## src/rtl/ahb3lite_interconnect_slave_port.sv

```systemverilog
// ============================================================================
// Module   : ahb3lite_interconnect_slave_port
// Purpose  : Slave-side port of an AHB3-Lite multi-layer switch. Arbitrates
//            among master-port requests, muxes the winner's address/control
//            and the data-phase owner's write data onto the slave, and routes
//            the slave response back to the master ports.
// Options  : AHB3LITE_IC_RR_ARB_EN - round-robin tie break among the highest
//            priority requesters (default: lowest index wins ties).
// Revision : 1.0 - initial release
// ============================================================================
`default_nettype none

module ahb3lite_interconnect_slave_port #(
    parameter int HADDR_SIZE = 32,
    parameter int HDATA_SIZE = 32,
    parameter int MASTERS    = 3
) (
    input  logic                               HRESETn,
    input  logic                               HCLK,

    input  logic [MASTERS-1:0][2:0]            mst_priority,
    input  logic [MASTERS-1:0]                 mst_HSEL,
    input  logic [MASTERS-1:0][HADDR_SIZE-1:0] mst_HADDR,
    input  logic [MASTERS-1:0][HDATA_SIZE-1:0] mst_HWDATA,
    input  logic [MASTERS-1:0]                 mst_HWRITE,
    input  logic [MASTERS-1:0][2:0]            mst_HSIZE,
    input  logic [MASTERS-1:0][2:0]            mst_HBURST,
    input  logic [MASTERS-1:0][3:0]            mst_HPROT,
    input  logic [MASTERS-1:0][1:0]            mst_HTRANS,
    input  logic [MASTERS-1:0]                 mst_HMASTLOCK,
    input  logic [MASTERS-1:0]                 mst_can_switch,
    output logic [HDATA_SIZE-1:0]              mst_HRDATA,
    output logic                               mst_HREADYOUT,
    output logic [MASTERS-1:0]                 mst_HRESP,
    output logic [MASTERS-1:0]                 master_granted,

    output logic                               slv_HSEL,
    output logic [HADDR_SIZE-1:0]              slv_HADDR,
    output logic [HDATA_SIZE-1:0]              slv_HWDATA,
    output logic                               slv_HWRITE,
    output logic [2:0]                         slv_HSIZE,
    output logic [2:0]                         slv_HBURST,
    output logic [3:0]                         slv_HPROT,
    output logic [1:0]                         slv_HTRANS,
    output logic                               slv_HMASTLOCK,
    output logic                               slv_HREADY,
    input  logic [HDATA_SIZE-1:0]              slv_HRDATA,
    input  logic                               slv_HREADYOUT,
    input  logic                               slv_HRESP
);

    localparam int                     MASTER_BITS = $clog2(MASTERS);
    localparam logic [MASTER_BITS:0]   C_MASTERS   = MASTERS[MASTER_BITS:0];

    logic [MASTER_BITS-1:0] addr_owner_q, addr_owner_d;
    logic [MASTER_BITS-1:0] data_owner_q, data_owner_d;
    logic                   data_active_q, data_active_d;

    logic [MASTER_BITS:0]   start_w;
    logic [MASTER_BITS:0]   idx_w;
    logic [MASTER_BITS-1:0] winner_w;
    logic [2:0]             best_prio_w;
    logic                   found_w;

    // First index examined by the arbiter; earlier-examined masters win ties.
    always_comb begin
`ifdef AHB3LITE_IC_RR_ARB_EN
        start_w = {1'b0, addr_owner_q} + 1'b1;
        if (start_w >= C_MASTERS) start_w = start_w - C_MASTERS;
`else
        start_w = '0;
`endif
    end

    // Highest priority requester wins; with no requester the bus stays parked.
    always_comb begin
        found_w     = 1'b0;
        best_prio_w = '0;
        winner_w    = addr_owner_q;
        idx_w       = '0;
        for (int k = 0; k < MASTERS; k++) begin
            idx_w = start_w + k[MASTER_BITS:0];
            if (idx_w >= C_MASTERS) idx_w = idx_w - C_MASTERS;
            if (mst_HSEL[idx_w[MASTER_BITS-1:0]] &&
                (!found_w || (mst_priority[idx_w[MASTER_BITS-1:0]] > best_prio_w))) begin
                found_w     = 1'b1;
                best_prio_w = mst_priority[idx_w[MASTER_BITS-1:0]];
                winner_w    = idx_w[MASTER_BITS-1:0];
            end
        end
    end

    // Ownership moves only on a ready edge, and the address owner only when it
    // allows a switch or has stopped requesting (locks, bursts, wait states).
    always_comb begin
        addr_owner_d  = addr_owner_q;
        data_owner_d  = data_owner_q;
        data_active_d = data_active_q;
        if (slv_HREADYOUT) begin
            if (mst_can_switch[addr_owner_q] | ~mst_HSEL[addr_owner_q]) begin
                addr_owner_d = winner_w;
            end
            data_owner_d  = addr_owner_q;
            data_active_d = slv_HSEL & slv_HTRANS[1];
        end
    end

    // Owner state registers; reset parks the bus on master 0.
    always_ff @(posedge HCLK or negedge HRESETn) begin
        if (!HRESETn) begin
            addr_owner_q  <= '0;
            data_owner_q  <= '0;
            data_active_q <= 1'b0;
        end else begin
            addr_owner_q  <= addr_owner_d;
            data_owner_q  <= data_owner_d;
            data_active_q <= data_active_d;
        end
    end

    // Grant and response vectors decoded from registered owners only.
    always_comb begin
        master_granted = '0;
        mst_HRESP      = '0;
        for (int m = 0; m < MASTERS; m++) begin
            master_granted[m] = (addr_owner_q == m[MASTER_BITS-1:0]);
            mst_HRESP[m]      = slv_HRESP & data_active_q &
                                (data_owner_q == m[MASTER_BITS-1:0]);
        end
    end

    // Address/control from the address owner; an unselected owner shows IDLE.
    assign slv_HSEL      = mst_HSEL[addr_owner_q];
    assign slv_HADDR     = mst_HADDR[addr_owner_q];
    assign slv_HWRITE    = mst_HWRITE[addr_owner_q];
    assign slv_HSIZE     = mst_HSIZE[addr_owner_q];
    assign slv_HBURST    = mst_HBURST[addr_owner_q];
    assign slv_HPROT     = mst_HPROT[addr_owner_q];
    assign slv_HMASTLOCK = mst_HMASTLOCK[addr_owner_q];
    assign slv_HTRANS    = mst_HSEL[addr_owner_q] ? mst_HTRANS[addr_owner_q] : 2'b00;

    // Write data follows the data-phase owner, one beat behind the address.
    assign slv_HWDATA    = mst_HWDATA[data_owner_q];

    // Single slave on this layer: its ready is the layer ready.
    assign slv_HREADY    = slv_HREADYOUT;
    assign mst_HRDATA    = slv_HRDATA;
    assign mst_HREADYOUT = slv_HREADYOUT;

endmodule

`default_nettype wire
```

## config.mk

```make
export PLATFORM = sky130hd
export DESIGN_NAME = ahb3lite_interconnect_slave_port
export DESIGN_NICKNAME = d
export VERILOG_FILES = /design/src/rtl/ahb3lite_interconnect_slave_port.sv
export SDC_FILE = /design/constraint.sdc
export NUM_CORES = 1
export LEC_CHECK = 0
export CORE_AREA = 5 5 153 155
export CTS_BUF_LIST = sky130_fd_sc_hd__clkbuf_4 sky130_fd_sc_hd__clkbuf_8
export CTS_CLUSTER_DIAMETER = 80
export DETAILED_ROUTE_END_ITERATION = 6
export DIE_AREA = 0 0 158 160
export HOLD_SLACK_MARGIN = 0.1
export PLACE_DENSITY = 0.57
export SLEW_MARGIN = 5
export SYNTH_ARGS = -nofsm -noshare
export SYNTH_HDL_FRONTEND = slang
export SYNTH_SLANG_ARGS = --single-unit
export TNS_END_PERCENT = 50
```

## constraint.sdc

```tcl
create_clock -name HCLK -period 2.4 [get_ports HCLK]
set_input_delay 0.48 -clock HCLK [delete_from_list [all_inputs] [get_ports HCLK]]
set_output_delay 0.48 -clock HCLK [all_outputs]
set_load 0.005 [all_outputs]
```

* After elaboration in Yosys (flattened, before gate mapping)
Cells that the tools add are included.
** Word-level totals
- Register bits :: 5
- Input port bits :: 285
- Output and inout bits :: 119
** Operators by class
- Magnitude comparators :: 4
- Equal/unequal tests :: 4
- Mux-type cells :: 28
- Bitwise operators :: 7
- Reductions and logical operators :: 10
** Operator list (count)
- binary-select mux 32 bit (select 2 bit) :: 2
- 2-to-1 mux 32 bit :: 2
- binary-select mux 3 bit (select 2 bit) :: 2
- 2-to-1 mux 3 bit :: 4
- 2-to-1 mux 2 bit :: 5
- binary-select mux 1 bit (select 2 bit) :: 4
- binary-select mux 4 bit (select 2 bit) :: 1
- > comparator 3 bit :: 2
- less-than comparator 2 x 3 -> 1 bit, second input constant :: 2
- 2-to-1 mux 1 bit :: 6
- AND 1 bit :: 5
- binary-select mux 2 bit (select 2 bit) :: 1
- equality test 2 x 1 -> 1 bit, second input constant :: 2
- equality test 2 bit, second input constant :: 2
- zero test 2 bit :: 2
- 2-to-1 mux 4 bit :: 1
- AND reduction 3 bit :: 1
- nonzero test 3 bit :: 1
- logical AND 1 bit :: 2
- zero test 1 bit :: 2
- logical OR 1 bit :: 2
- inverter 1 bit :: 1
- bitwise OR 1 bit :: 1

* Logic depth before layout (Yosys ltp)
Gate-level depths: netlist of run 1.
- Depth after elaboration :: 10
- Gate-level depth with buffers :: 11
- Mapped depth without buffers :: 11

* Least setup slack after synthesis of run 1
Ideal clock, no wire load.
- Path type :: input to register
- Start :: input port mst_priority[0] (netlist name)
- End :: register addr_owner_q[1]
- Library setup time :: 0.128 ns
- Data arrival time :: 2.732 ns
- Setup slack :: -0.460 ns
- Cell stages on the path :: 10
- Path buffers :: 0
- Path through :: and2_1 ha_1 a41oi_1 o21a_1 mux2_2 ha_1 and3b_1 a2111oi_2 nor2_1 mux2_1
** On the way
- Longest elaborated chain between the ends :: 10
** RTL lines
- from (decl) :: RTL line 21 : input logic [MASTERS-1:0][2:0] mst_priority,
- 2-to-1 mux 3 bit * :: RTL line 84 : if (mst_HSEL[idx_w[MASTER_BITS-1:0]] &&
- > comparator 3 bit :: RTL line 85 : (!found_w || (mst_priority[idx_w[MASTER_BITS-1:0]] > best_prio_w))) begin
- logical OR 1 bit :: RTL line 85
- logical AND 1 bit :: RTL line 84
- 2-to-1 mux 3 bit / 2-to-1 mux 1 bit (equally long branches) :: RTL line 84
- > comparator 3 bit / zero test 1 bit (equally long branches) :: RTL line 85
- logical OR 1 bit :: RTL line 85
- logical AND 1 bit :: RTL line 84
- nonzero test 3 bit (no source line)
- AND reduction 3 bit (no source line)
- to (signal assigned) :: RTL line 115 : addr_owner_q <= addr_owner_d;
- to (decl) :: RTL line 55 : logic [MASTER_BITS-1:0] addr_owner_q, addr_owner_d;
Every way passes the cells marked *; elsewhere a longest branch is shown, timed or not.
A chain may end at the register's enable or synchronous reset.

* Final worst setup path of run 1
- Start :: input port mst_HSEL[0]
- End :: register addr_owner_q[1]
** On the way
- Longest elaborated chain between the ends :: 10
** RTL lines
- from (decl) :: RTL line 22 : input logic [MASTERS-1:0] mst_HSEL,
- 2-to-1 mux 3 bit / 2-to-1 mux 1 bit (equally long branches) :: RTL line 84
- > comparator 3 bit / zero test 1 bit (equally long branches) :: RTL line 85
- logical OR 1 bit :: RTL line 85
- logical AND 1 bit :: RTL line 84
- 2-to-1 mux 3 bit / 2-to-1 mux 1 bit (equally long branches) :: RTL line 84
- > comparator 3 bit / zero test 1 bit (equally long branches) :: RTL line 85
- logical OR 1 bit :: RTL line 85
- logical AND 1 bit :: RTL line 84
- nonzero test 3 bit (no source line)
- AND reduction 3 bit (no source line)
Parallel ways exist; a longest one is shown, timed or not. The select of a mux whose other input is x is not followed.

==> flow_metrics.env, run 1 <==
export IMPL_hold_violations=0
export IMPL_endpoint_kind="flip-flop"
export IMPL_numCtsBuffers=3
export IMPL_endpoint="addr_owner_q[1]"
export IMPL_totalWireLength_mm=15.1
export IMPL_fp_dieH_um=160
export IMPL_cp_required_ns=2.51
export IMPL_hold_class="in2async"
export IMPL_synth_seq_cells=5
export IMPL_r2r_end="addr_owner_q[1]"
export IMPL_max_freq_ghz=0.385
export IMPL_worstSetupPathType="in2reg"
export IMPL_startpoint="mst_HSEL[0]"
export IMPL_antenna_found_initial=0
export IMPL_num_fill_cells=2324
export IMPL_grt_util_met1_pct=10.8
export IMPL_slew_headroom_pct=74.0
export IMPL_grt_pass1_wl_mm=20.6
export IMPL_cts_max_level=1
export IMPL_routed_via_count=3673
export IMPL_outcome="finished, violations left"
export IMPL_slew_violations=0
export IMPL_finalWorstSetupSlack_ns=-0.199
export IMPL_r2r_cells=8
export IMPL_tightest_slew_ns=0.387
export IMPL_dieArea_um2=25300
export IMPL_grt_start_max_net_pins=36
export IMPL_r2r_start="addr_owner_q[0]"
export IMPL_syn_inst=354
export IMPL_power_density_nw_per_um2=738
export IMPL_clk_pin_slew_ns=0.04
export IMPL_yosysTopAreaCell="mux2i_1"
export IMPL_synth_nets=645
export IMPL_drc_errors=0
export IMPL_synth_top_area_share_pct=33.7
export IMPL_rows=54
export IMPL_worst_skew_pair_late_latency_ns=0.22
export IMPL_max_cap_violations=0
export IMPL_gp_congestion=0.798
export IMPL_crit_path_start_kind="input port"
export IMPL_stdcell_area_um2=6490
export IMPL_drt_initial_drc_count=123
export IMPL_yosysSeqAreaShare_pct=5.21
export IMPL_syn_area_per_cell_um2=6.79
export IMPL_worst_ep_arrival_time_ns=2.70
export IMPL_ant_nets=0
export IMPL_finalSetupTns_ns=-0.406
export IMPL_period_share_pct=108
export IMPL_post_dp_hpwl_mm=12.3
export IMPL_top_usage_layer="met2"
export IMPL_core_region_area_um2=21700
export IMPL_syn_area_um2=2400
export IMPL_drt_first_pass_iters=4
export IMPL_setup_viol=3
export IMPL_r2r_slack_ns=0.40
export IMPL_finClkSkew_ns=0.00281
export IMPL_synthDistinctLibCells=35
export IMPL_cts_tree="done"
export IMPL_synth_edff_count=0
export IMPL_yosysWarnings=0
export IMPL_track_usage_pct=10.1
export IMPL_rsz0062_at_grt="true"
export IMPL_grtUsageMet2_pct=19.3
export IMPL_viasPerCell=3.84
export IMPL_dpl_cell_area_um2=6080
export IMPL_initial_utilization_pct=11.1
export IMPL_grt_pass1_vias=3793
export IMPL_critPathMaxFanout=5
export IMPL_wl_per_cell_um=15.8
export IMPL_grt_overflow_total=0
export IMPL_final_nets=968
export IMPL_met3_usage_pct=2.87
export IMPL_cts_sinks=5
export IMPL_syn_to_final_growth_pct=170
export IMPL_irDropWorstVdd_mv=0.481
export IMPL_ctsLongestPathBuffers=2
export IMPL_antenna_cells=0
export IMPL_ys_async_sr_fraction_pct=100
export IMPL_layout_drive_gt1_share_pct=11.5
export IMPL_min_period_ns=2.60
export IMPL_io_pins=404
export IMPL_portBuffers=339
export IMPL_cts_root_buffer="clkbuf_8"
export IMPL_chipWidth_um=158
export IMPL_violations="setup timing"
export IMPL_ys_flop_type="dfrtp_1"
export IMPL_leakagePower_nw=2.86
export IMPL_netlist_top_cells_area="mux2i_1, o21ai_0, nand2_1, buf_4, dfrtp_1"
## cell families after synthesis
group,Yosys count,share of synthesized area (%)
mux,88,37.0
buf+inv,69,17.5
flops,5,5.21
fa+ha+maj,6,3.12
compound gates,87,20.3
simple gates,99,16.9
## stage by stage
stage / hold slack (ns) / util [%] / instances / power, W / worst slack, ns
2_1_floorplan: 0.184 / - / 354 / 0.00200 / -0.381
3_3_place_gp: 0.553 / 28.1 / 938 / 0.00454 / -1.22
3_5_place_dp: 0.565 / 28.1 / 938 / 0.00455 / -1.24
4_1_cts: 0.509 / 28.6 / 944 / 0.00476 / -0.274
5_1_grt: 0.526 / 29.9 / 956 / 0.00517 / -0.272
6_report: 0.501 / 29.9 / 956 / 0.00479 / -0.199
## flip-flops by register name, indices dropped and copies added, names as in the netlist
name / flops
addr_owner_q: 2
data_owner_q: 2
data_active_q: 1
## worst min-delay path by stage
stage | end | slack, ns
after floorplan | addr_owner_q[0] | 0.18
after global placement | data_active_q | 0.55
after detailed placement | data_active_q | 0.57
after CTS | data_active_q | 0.51
after global routing | addr_owner_q[1] | 0.53
final | addr_owner_q[1] | 0.50
## per-layer routing
metal / wire [µm] / share of wire, %
met5: 0 / 0
met4: 295 / 2.0
met3: 1580 / 10
met2: 7840 / 52
met1: 5400 / 36
## cells in the mapped netlist, types with 2 or more instances
cell,number
nor2_1,6
mux2i_1,81
buf_4,36
dfrtp_1,5
clkbuf_1,10
nor2b_1,2
inv_1,6
mux2_2,6
o21ai_1,4
o21ai_0,72
o21a_1,2
buf_2,15
nand2_1,81
a21oi_1,2
ha_1,6
## cells in the final DEF, fill, tap and decap left out, drive strengths merged
cell,synthesis,layout
o21ai,76,76
o31ai,1,1
a41oi,1,1
mux2i,81,81
nand3,1,1
nand2,81,81
and2,1,1
o22ai,1,1
a2bb2oi,1,1
mux2,7,7
a21oi,2,2
o21a,2,2
o221ai,1,1
inv,7,7
dlymetal6s2s,0,44
clkbuf,10,6
clkdlybuf4s15,0,3
buf,52,43
dlygate4sd2,0,3
and3b,1,1
a2111oi,1,1
nor2,6,6
clkdlybuf4s50,0,285
and3,1,1
or2,2,2
nor2b,3,3
a31oi,1,1
nor3,1,1
nor3b,1,1
ha,6,6
nand2b,1,1
dfrtp,5,5
## area by class of cell
class	count	area [µm²]	share of cell area (%)
sequential	5	130	2.01
multi-input combinational	280	2000	30.8
inverter	7	26.3	0.405
tap	280	350	5.40
clock buffer	4	48.8	0.752
timing repair buffer	380	3930	60.6
## report_power, final
part	switching (W)	internal [W]	leakage [nW]	total, W
Clock	0.0000438	0.000126	0.0262	0.000169
Sequential	0.0000729	0.000132	0.0615	0.000204
Combinational	0.00181	0.00261	2.78	0.00442
## critical path, cell delays in order
cell,delay (ns)
buf_12,0.11
nand2_8,0.05
ha_4,0.19
buf_4,0.13
a41oi_2,0.19
o21a_1,0.24
mux2_4,0.33
ha_4,0.22
and3b_2,0.22
a2111oi_4,0.21
nor2_1,0.06
mux2_4,0.25
## timing repair
action / CTS / global route
resized for setup: 41 / 56
hold buffers: 0 / 0
setup buffers: 2 / 10
pin swaps: 11 / 11
gates cloned: 0 / 2
hold endpoints to repair: 0 / 0
setup endpoints to repair: 8 / 42
No activity file was read; power rests on OpenSTA's default activity.
==> run 2, diff against run 1 <==
--- a/config.mk
+++ b/config.mk
@@ -11,7 +11,7 @@
 export DETAILED_ROUTE_END_ITERATION = 6
 export DIE_AREA = 0 0 158 160
 export HOLD_SLACK_MARGIN = 0.1
-export PLACE_DENSITY = 0.57
+export SETUP_SLACK_MARGIN = 0.5
 export SLEW_MARGIN = 5
 export SYNTH_ARGS = -nofsm -noshare
 export SYNTH_HDL_FRONTEND = slang
==> constraint.sdc (replaced) <==
create_clock -name HCLK -period 2.4 [get_ports HCLK]
set_input_delay 0.48 -clock HCLK [delete_from_list [all_inputs] [get_ports HCLK]]
set_output_delay 0.48 -clock HCLK [all_outputs]
set_load 0.1 [all_outputs]
==> run 2 against run 1 <==
  * The flow still finishes with violations (setup timing)
  * Highest routed layer unchanged
  * Hold slack better by 0.012 ns
  * Setup slack got worse by 0.057 ns
  * Sequential power grew 14%
  * Die area stayed put
  * Count of clock-buffer cells in the layout unchanged
  * Utilization increased by 15 points
  * Clock power decreased by 2%
  * Global-route usage increased by 3.2 points
==> flow_metrics.env, run 2 (synthesized netlist as in run 1, its figures left out) <==
export IMPL_power_density_nw_per_um2=1700
export IMPL_slew_violations=0
export IMPL_clk_pin_slew_ns=0.04
export IMPL_irDropWorstVdd_mv=1.01
export IMPL_antenna_found_initial=0
export IMPL_cts_sinks=5
export IMPL_dieArea_um2=25300
export IMPL_worst_ep_arrival_time_ns=2.76
export IMPL_antenna_cells=0
export IMPL_layout_commonest_cell="clkdlybuf4s50_1"
export IMPL_stdcell_count=984
export IMPL_layout_drive_gt1_share_pct=55.4
export IMPL_numCtsBuffers=3
export IMPL_fin_util_pct=44.7
export IMPL_grt_overflow_total=0
export IMPL_slew_headroom_pct=67.1
export IMPL_post_dp_hpwl_mm=13.0
export IMPL_path_delay_family="compound AO/OA/AOI/OAI gates"
export IMPL_track_usage_pct=13.3
export IMPL_drt_first_pass_iters=4
export IMPL_viasPerCell=4.09
export IMPL_violations="setup timing"
export IMPL_r2r_slack_ns=0.34
export IMPL_hold_class="in2async"
export IMPL_finClkSkew_ns=0.00263
export IMPL_leakagePower_nw=3.82
export IMPL_tightest_slew_ns=0.493
export IMPL_fp_dieH_um=160
export IMPL_r2r_end="addr_owner_q[1]"
export IMPL_r2r_start="addr_owner_q[0]"
export IMPL_endpoint_kind="flip-flop"
export IMPL_rsz0062_at_grt="true"
export IMPL_min_period_ns=2.66
export IMPL_outcome="finished, violations left"
export IMPL_critical_path_max_stage_delay_ns=0.34
export IMPL_worstSetupPathType="in2reg"
export IMPL_io_pins=404
export IMPL_ant_nets=0
export IMPL_finalSetupTns_ns=-0.424
export IMPL_mostFrequentLayoutCells="clkdlybuf4s50_1, buf_12, o21ai_4"
export IMPL_ctsLongestPathBuffers=2
export IMPL_cts_root_buffer="clkbuf_8"
export IMPL_setup_viol=2
export IMPL_dp_cells=932
export IMPL_max_freq_ghz=0.376
export IMPL_grt_pass1_vias=4516
export IMPL_drc_errors=0
export IMPL_totalWireLength_mm=18.4
export IMPL_final_nets=996
export IMPL_r2r_cells=8
export IMPL_path_cells="buf_12 > and2_4 > ha_4 > a41oi_2 > o21a_1 > mux2_4 > ha_4 > and3b_2 > a2111oi_4 > nor2_1 > mux2_4"
export IMPL_gp_congestion=0.767
export IMPL_portBuffers=339
export IMPL_period_share_pct=111
export IMPL_wl_per_cell_um=18.7
export IMPL_top_regs="addr_owner_q (2), data_owner_q (2), data_active_q (1)"
export IMPL_max_cap_violations=0
export IMPL_worst_skew_pair_late_latency_ns=0.22
export IMPL_finalWorstSetupSlack_ns=-0.256
export IMPL_syn_to_final_growth_pct=303
export IMPL_initial_utilization_pct=11.1
export IMPL_routed_via_count=4028
export IMPL_crit_path_start_kind="input port"
export IMPL_grt_pass1_wl_mm=26.2
export IMPL_slowest_stage="mux2_4"
export IMPL_cts_tree="done"
export IMPL_cp_required_ns=2.50
export IMPL_num_fill_cells=1961
export IMPL_critPathMaxFanout=4
export IMPL_cts_max_level=1
export IMPL_chipWidth_um=158
export IMPL_cts_hold_fix_buffers=0
export IMPL_hold_violations=0
export IMPL_core_region_area_um2=21700
export IMPL_drt_initial_drc_count=77
export IMPL_grt_start_max_net_pins=28
export IMPL_rows=54
export IMPL_worst_path_buf_inv=1
-- run 2: cell count changes in the layout (fill, tap and decap cells not counted), sizes merged --
cell | previous run | this run
clkbuf | 6 | 9
clkdlybuf4s15 | 3 | 0
dlymetal6s2s | 44 | 0
buf | 43 | 158
clkdlybuf4s50 | 285 | 242
-- run 2: how the worst max path moves through the flow --
stage	start	endpoint	slack, ns	cells past startpoint
after floorplan	mst_priority[1]	addr_owner_q[1]	-0.38	11
after global placement	mst_HSEL[0]	addr_owner_q[1]	-1.18	11
after detailed placement	mst_HSEL[0]	addr_owner_q[1]	-1.26	11
after CTS	mst_HSEL[0]	addr_owner_q[1]	-0.27	11
after global routing	mst_HSEL[0]	addr_owner_q[1]	-0.33	11
final	mst_HSEL[0]	addr_owner_q[1]	-0.26	11
-- run 2: layout make-up --
class	count	area, µm²	area share (%)
Timing Repair Buffer	408	5310	54.8
Sequential cell	5	135	1.39
Clock buffer	4	48.8	0.504
Multi-Input combinational cell	280	3820	39.5
Tap cell	280	350	3.62
Inverter	7	26.3	0.271
-- run 2: power by group --
part	switching, W	internal (W)
Combinational	0.00958	0.00653
Clock	0.0000397	0.000125
Sequential	0.0000937	0.000138
-- run 2: what timing repair did --
action | CTS | global route
endpoints found under the setup margin | 89 | 86
pin swaps | 90 | 46
setup buffers | 27 | 7
resized for setup | 331 | 41
cloned | 12 | 2
-- run 2: stage by stage --
stage / instance area [µm²] / hold slack [ns] / worst slack, ns / total power (W)
6_report: 9690 / 0.513 / -0.256 / 0.0165
5_1_grt: 9690 / 0.526 / -0.331 / 0.0170
4_1_cts: 9400 / 0.511 / -0.271 / 0.0162
3_5_place_dp: 7420 / 0.587 / -1.26 / 0.0132
3_3_place_gp: 7420 / 0.584 / -1.18 / 0.0132
2_1_floorplan: 3060 / 0.184 / -0.381 / 0.00892
-- run 2: worst register-to-register path, cell delays in order (launching register included) --
cell and delay, ns:
dfrtp_4 0.52, buf_6 0.15, buf_6 0.11, mux2i_1 0.16
a2bb2oi_2 0.29, inv_2 0.09, buf_4 0.15, a31oi_4 0.15
mux2_4 0.32
-- run 2: layer usage --
layer	wire length, µm	global-route usage (%)
met5	0	0
met4	146	1.28
met3	1810	4.19
met2	10000	26.3
met1	6390	13.9
